<file path="src/rtl/xdisplay_ctrl.sv">
// xdisplay_ctrl: 4-register bus responder plus a time-multiplexed common-anode
// 7-segment scan driver with blanking at the start of each digit slot.
module xdisplay_ctrl #(
  parameter int unsigned N_DIGITS    = 4,
  parameter int unsigned REFRESH_DIV = 50000,
  parameter int unsigned BLANK_CYC   = 16
) (
  input  logic                clk,
  input  logic                rst_n,
  input  logic                sel,
  input  logic                we,
  input  logic [1:0]          addr,
  input  logic [31:0]         data_in,
  output logic [31:0]         data_out,
  output logic [6:0]          seg_n,
  output logic                dp_n,
  output logic [N_DIGITS-1:0] an_n
);

  localparam int unsigned VAL_W   = 4 * N_DIGITS;
  localparam int unsigned PRESC_W = (REFRESH_DIV > 1) ? $clog2(REFRESH_DIV) : 1;
  localparam int unsigned IDX_W   = (N_DIGITS > 1) ? $clog2(N_DIGITS) : 1;

  localparam logic [PRESC_W-1:0] PRESC_LAST  = PRESC_W'(REFRESH_DIV - 1);
  localparam logic [PRESC_W-1:0] PRESC_BLANK = PRESC_W'(BLANK_CYC);
  localparam logic [IDX_W-1:0]   IDX_LAST    = IDX_W'(N_DIGITS - 1);

  localparam logic [1:0] A_VALUE  = 2'd0;
  localparam logic [1:0] A_DP     = 2'd1;
  localparam logic [1:0] A_CTRL   = 2'd2;
  localparam logic [1:0] A_STATUS = 2'd3;

  // Hex digit to active-high segment pattern, bit order {g,f,e,d,c,b,a}.
  function automatic logic [6:0] hex7(input logic [3:0] n);
    logic [6:0] s;
    case (n)
      4'h0: s = 7'h3F;
      4'h1: s = 7'h06;
      4'h2: s = 7'h5B;
      4'h3: s = 7'h4F;
      4'h4: s = 7'h66;
      4'h5: s = 7'h6D;
      4'h6: s = 7'h7D;
      4'h7: s = 7'h07;
      4'h8: s = 7'h7F;
      4'h9: s = 7'h6F;
      4'hA: s = 7'h77;
      4'hB: s = 7'h7C;
      4'hC: s = 7'h39;
      4'hD: s = 7'h5E;
      4'hE: s = 7'h79;
      default: s = 7'h71;
    endcase
    return s;
  endfunction

  // Register bank
  logic [VAL_W-1:0]    value_q, value_d;
  logic [N_DIGITS-1:0] dp_q, dp_d;
  logic                en_q, en_d;
  logic [N_DIGITS-1:0] mask_q, mask_d;

  // Scan state
  logic [PRESC_W-1:0]  presc_q, presc_d;
  logic [IDX_W-1:0]    idx_q, idx_d;
  logic [15:0]         frame_q, frame_d;

  // Registered outputs
  logic [31:0]         data_out_q, data_out_d;
  logic [6:0]          seg_n_q, seg_n_d;
  logic                dp_n_q, dp_n_d;
  logic [N_DIGITS-1:0] an_n_q, an_n_d;

  logic                wr_c;
  logic                rd_c;
  logic                run_c;
  logic                blank_c;
  logic [3:0]          nib_c;
  logic [31:0]         rdata_c;
  logic                unused_c;

  assign wr_c     = sel & we;
  assign rd_c     = sel & ~we;
  assign unused_c = ^data_in;

  // Bus writes into the register bank; STATUS and unused bits are not writable.
  always_comb begin
    value_d = value_q;
    dp_d    = dp_q;
    en_d    = en_q;
    mask_d  = mask_q;
    if (wr_c) begin
      case (addr)
        A_VALUE: value_d = data_in[VAL_W-1:0];
        A_DP:    dp_d    = data_in[N_DIGITS-1:0];
        A_CTRL: begin
          en_d   = data_in[0];
          mask_d = data_in[8 +: N_DIGITS];
        end
        default: ;
      endcase
    end
  end

  // Scan counters advance only while EN is set both before and after this edge,
  // so an enable restarts from slot 0 and a disable parks the scan immediately.
  always_comb begin
    run_c   = en_q & en_d;
    presc_d = presc_q;
    idx_d   = idx_q;
    frame_d = frame_q;
    if (!run_c) begin
      presc_d = '0;
      idx_d   = '0;
    end else if (presc_q == PRESC_LAST) begin
      presc_d = '0;
      if (idx_q == IDX_LAST) begin
        idx_d   = '0;
        frame_d = frame_q + 16'd1;
      end else begin
        idx_d = idx_q + IDX_W'(1);
      end
    end else begin
      presc_d = presc_q + PRESC_W'(1);
    end
  end

  // Read mux over pre-edge register state; idle cycles return zero.
  always_comb begin
    rdata_c = '0;
    case (addr)
      A_VALUE:  rdata_c = 32'(value_q);
      A_DP:     rdata_c = 32'(dp_q);
      A_CTRL:   rdata_c = 32'({mask_q, 7'b0, en_q});
      A_STATUS: rdata_c = {8'(idx_q), 8'h00, frame_q};
      default:  rdata_c = '0;
    endcase
    data_out_d = rd_c ? rdata_c : 32'h0;
  end

  // Display drive for the current slot; anodes stay dark during the blank window.
  always_comb begin
    blank_c = (presc_q < PRESC_BLANK);
    nib_c   = 4'(value_q >> {idx_q, 2'b00});
    seg_n_d = 7'h7F;
    dp_n_d  = 1'b1;
    an_n_d  = '1;
    if (en_q) begin
      seg_n_d = ~hex7(nib_c);
      dp_n_d  = ~dp_q[idx_q];
      if (!blank_c && mask_q[idx_q]) begin
        an_n_d = ~(N_DIGITS'(1) << idx_q);
      end
    end
  end

  // State and output registers
  always_ff @(posedge clk or negedge rst_n) begin
    if (!rst_n) begin
      value_q    <= '0;
      dp_q       <= '0;
      en_q       <= 1'b0;
      mask_q     <= '0;
      presc_q    <= '0;
      idx_q      <= '0;
      frame_q    <= '0;
      data_out_q <= '0;
      seg_n_q    <= 7'h7F;
      dp_n_q     <= 1'b1;
      an_n_q     <= '1;
    end else begin
      value_q    <= value_d;
      dp_q       <= dp_d;
      en_q       <= en_d;
      mask_q     <= mask_d;
      presc_q    <= presc_d;
      idx_q      <= idx_d;
      frame_q    <= frame_d;
      data_out_q <= data_out_d;
      seg_n_q    <= seg_n_d;
      dp_n_q     <= dp_n_d;
      an_n_q     <= an_n_d;
    end
  end

  assign data_out = data_out_q;
  assign seg_n    = seg_n_q;
  assign dp_n     = dp_n_q;
  assign an_n     = an_n_q;

endmodule
</file>
<file path="config.mk">
export PLATFORM = sky130hd
export DESIGN_NAME = xdisplay_ctrl
export DESIGN_NICKNAME = d
export VERILOG_FILES = /design/src/rtl/xdisplay_ctrl.sv
export SDC_FILE = /design/constraint.sdc
export NUM_CORES = 1
export LEC_CHECK = 0
export CAP_MARGIN = 20
export CORE_MARGIN = 8
export CORE_UTILIZATION = 47
export CTS_CLUSTER_SIZE = 14
export DETAILED_ROUTE_END_ITERATION = 16
export PLACE_DENSITY = 0.76
export SLEW_MARGIN = 20
export SYNTH_ARGS = -nofsm -noshare
export SYNTH_HDL_FRONTEND = slang
export SYNTH_SLANG_ARGS = --single-unit
export TNS_END_PERCENT = 1
</file>
<file path="constraint.sdc">
create_clock -name clk -period 2 [get_ports clk]
set_input_delay 0.3 -clock clk [delete_from_list [all_inputs] [get_ports clk]]
set_output_delay 0.3 -clock clk [all_outputs]
set_load 0.03 [all_outputs]
</file>
==> results <==
-- cells in the mapped netlist (3+ instances only) --
master    number  share of area
dfrtp_1       77           0.45
nor2_1        50          0.044
nand2_1       36          0.031
mux2_2        22          0.058
nand3_1       15          0.017
xnor2_1       15          0.031
buf_4         14          0.024
xor2_1        14          0.028
dfstp_2       12          0.073
ha_1          12          0.035
a22oi_1       11          0.019
a21oi_1       10          0.012
inv_1         10         0.0087
and3_1         9          0.013
clkbuf_1       9         0.0078
mux4_2         8          0.042
nand4_1        6         0.0087
nor3_1         6         0.0070
buf_2          5         0.0058
mux2i_1        5          0.012
o21ai_0        5         0.0058
and4_1         3         0.0061
nand2b_1       3         0.0044
o211ai_1       3         0.0052
-- per-stage QoR --
step / utilization / cell area [µm²] / hold slack (ns) / setup slack [ns]
floorplan: - / 4370 / 0.00441 / -0.0128
detailed placement: 0.564 / 5110 / 0.290 / -0.169
global route: 0.592 / 5370 / 0.478 / 0.00130
finish: 0.592 / 5370 / 0.437 / 0.0400
CTS: 0.591 / 5360 / 0.449 / 0.0354
global placement: 0.564 / 5110 / 0.277 / -0.0721
-- cell families after synthesis --
family,share of synthesized area
AOI/OAI and AO/OA,0.0506
xor gates and xnor gates,0.0590
adders and majority gates,0.0349
buffers and inverters,0.0520
DFF,0.521
muxes,0.115
other,0.000871
and+or+nand+nor,0.167
-- area by class of cell --
cell class              instances  share of cell area
inverters                      10             0.00700
clock buffers                  10              0.0257
well taps                     111              0.0259
flip-flops and latches         89               0.418
repair buffers                 87               0.150
multi-input cells             271               0.356
clock inverters                 6              0.0170
-- report_power, final --
part | total, mW | leakage, nW | switching [mW] | internal [mW]
clock network | 1.40 | 0.116 | 0.654 | 0.742
logic | 0.938 | 1.15 | 0.487 | 0.451
registers | 2.11 | 1.15 | 0.122 | 1.99
total | 4.44 | 2.41 | 1.26 | 3.18
-- routing by layer --
metal	wire length (µm)	GRT usage	vias to the layer above
li1	-	-	1454
met1	4210	0.192	1581
met2	5040	0.286	71
met3	539	0.0444	7
met4	95	0.0501	0
met5	0	0	-
-- sequential cells by signal, summed over array words and instances, names as in the netlist, 2 cells and up --
name,cells
value_q,16
data_out,18
seg_n,7
idx_q,2
presc_q,16
frame_q,16
dp_q,4
mask_q,4
an_n,4
-- cells in the final DEF, fill, tap and decap left out, types with 11 or more instances in the layout --
cell type and count:
clkdlybuf4s50_1 50, nor2_1 50, dfstp_2 12, dfrtp_1 76, nand3_1 15, conb_1 14, nand2_1 36, a22oi_1 11
mux2_2 22, xnor2_1 15, buf_4 34, xor2_1 14
-- worst max-delay path, stage by stage, from the launching register on --
cell and delay (ns):
dfrtp_2 0.46, mux4_2 0.43, inv_2 0.07, buf_4 0.15, ha_1 0.21, mux4_2 0.44
nand2b_4 0.15
-- path summary, 6_finish.rpt --
| path | endpoint | slack [ns] |
|---|---|---|
| setup / recovery | seg_n[3]$_DFF_PN1_ | 0.04 |
| hold / removal | frame_q[13]$_DFFE_PN0P_ | 0.44 |
| setup reg to reg | seg_n[3]$_DFF_PN1_ | 0.04 |
| hold reg to reg | frame_q[15]$_DFFE_PN0P_ | 0.48 |
| max in group asynchronous | an_n[0]$_DFF_PN1_ | 0.91 |
| min in group clk | frame_q[15]$_DFFE_PN0P_ | 0.48 |
-- what timing repair did --
action                     CTS  global route
gates resized for setup      1             2
setup endpoints to repair   12            10
hold buffers                 1             0
buffers inserted             1             0
hold endpoints to repair    30             0
==> results_dict.tcl <==
set metrics [dict create \
    status "complete, no violations" \
    final_cells 584 \
    async_flop_share 1.00 \
    hpwl_um 7490 \
    ioPinCount 82 \
    vias 3113 \
    finalNetCount 518 \
    cp_max_fo 4 \
    cp.arrival_ns 2.25 \
    area_delta_synth_final_pct 24.7 \
    cts_buffers 9 \
    crit_required_ns 2.29 \
    powerDensity_nw_per_um2 828 \
    wirelength_um 9890 \
    fp.dieH_um 112 \
    postSynthCellCount 387 \
    core-area_um2 9060 \
    fin_total_pwr_mw 4.44 \
    start_kind "flop" \
    post_synth.cell_area_avg_um2 11.1 \
    clockBufferDepth 2 \
    period_share 0.980 \
    track_usage 0.164 \
    rr_worst_depth 6 \
    synth_cell_type_count 44 \
    fp.dieW_um 112 \
    drive_above_1_share 0.230 \
    synth_edf_count 0 \
    hold_class "input port to async pin" \
    antenna_found_initial 0 \
    rows 35 \
    timing.rr.start "idx_q[0]$_DFFE_PN0P_" \
    clk_pin_slew_ns 0.09 \
    seq_area_frac_synth 0.521 \
    fill_cells 741 \
    grt_pass1_vias 3374 \
    setup_viol 0 \
    vias_per_cell 5.33 \
    io_buffers 51 \
    drv_slew 0 \
    end_kind "flop" \
    dp_cells 566 \
    yosys_register_bits 89 \
    synth_warnings 0 \
    yosys_most_used_dff "dfrtp_1" \
    ant_nets 0 \
    finalHoldViolations 0 \
    antennaDiodeCount 0 \
    final.setup.tns_ns 0 \
    post-route-min-period_ns 1.96 \
    initialDrtViolationCount 132 \
    cts-root-buf "clkbuf_8" \
    cts_max_level 3 \
    critPathKind "flop to flop" \
    finalWeightedCongestion 0.842 \
    synth_area_um2 4300 \
    clock-sinks 89 \
    grt_setup_unrepaired "false" \
    drc_errors 0 \
    first_pass_iters 4 \
    regArea_um2 2240 \
    clock_latency_ns 0.36 \
    die_area_um2 12500 \
    fmaxAchievable_mhz 510 \
    power_leakage_nw 2.41 \
    multi_input_area_um2 1910 \
    start_util 0.475 \
    grt.overflow.total 0 \
    cts_tree "built" \
    grt_max_degree 36 \
    vdd_ir_drop_max_mv 0.435 \
    cp-startpoint "idx_q[0]$_DFFE_PN0P_" \
    grt_pass1_wl_um 16500 \
    drv_cap 0 \
    fin_skew_ns 0.00813 \
    wl_per_cell_um 16.9 \
]
Power figures use the tool's default switching activity.
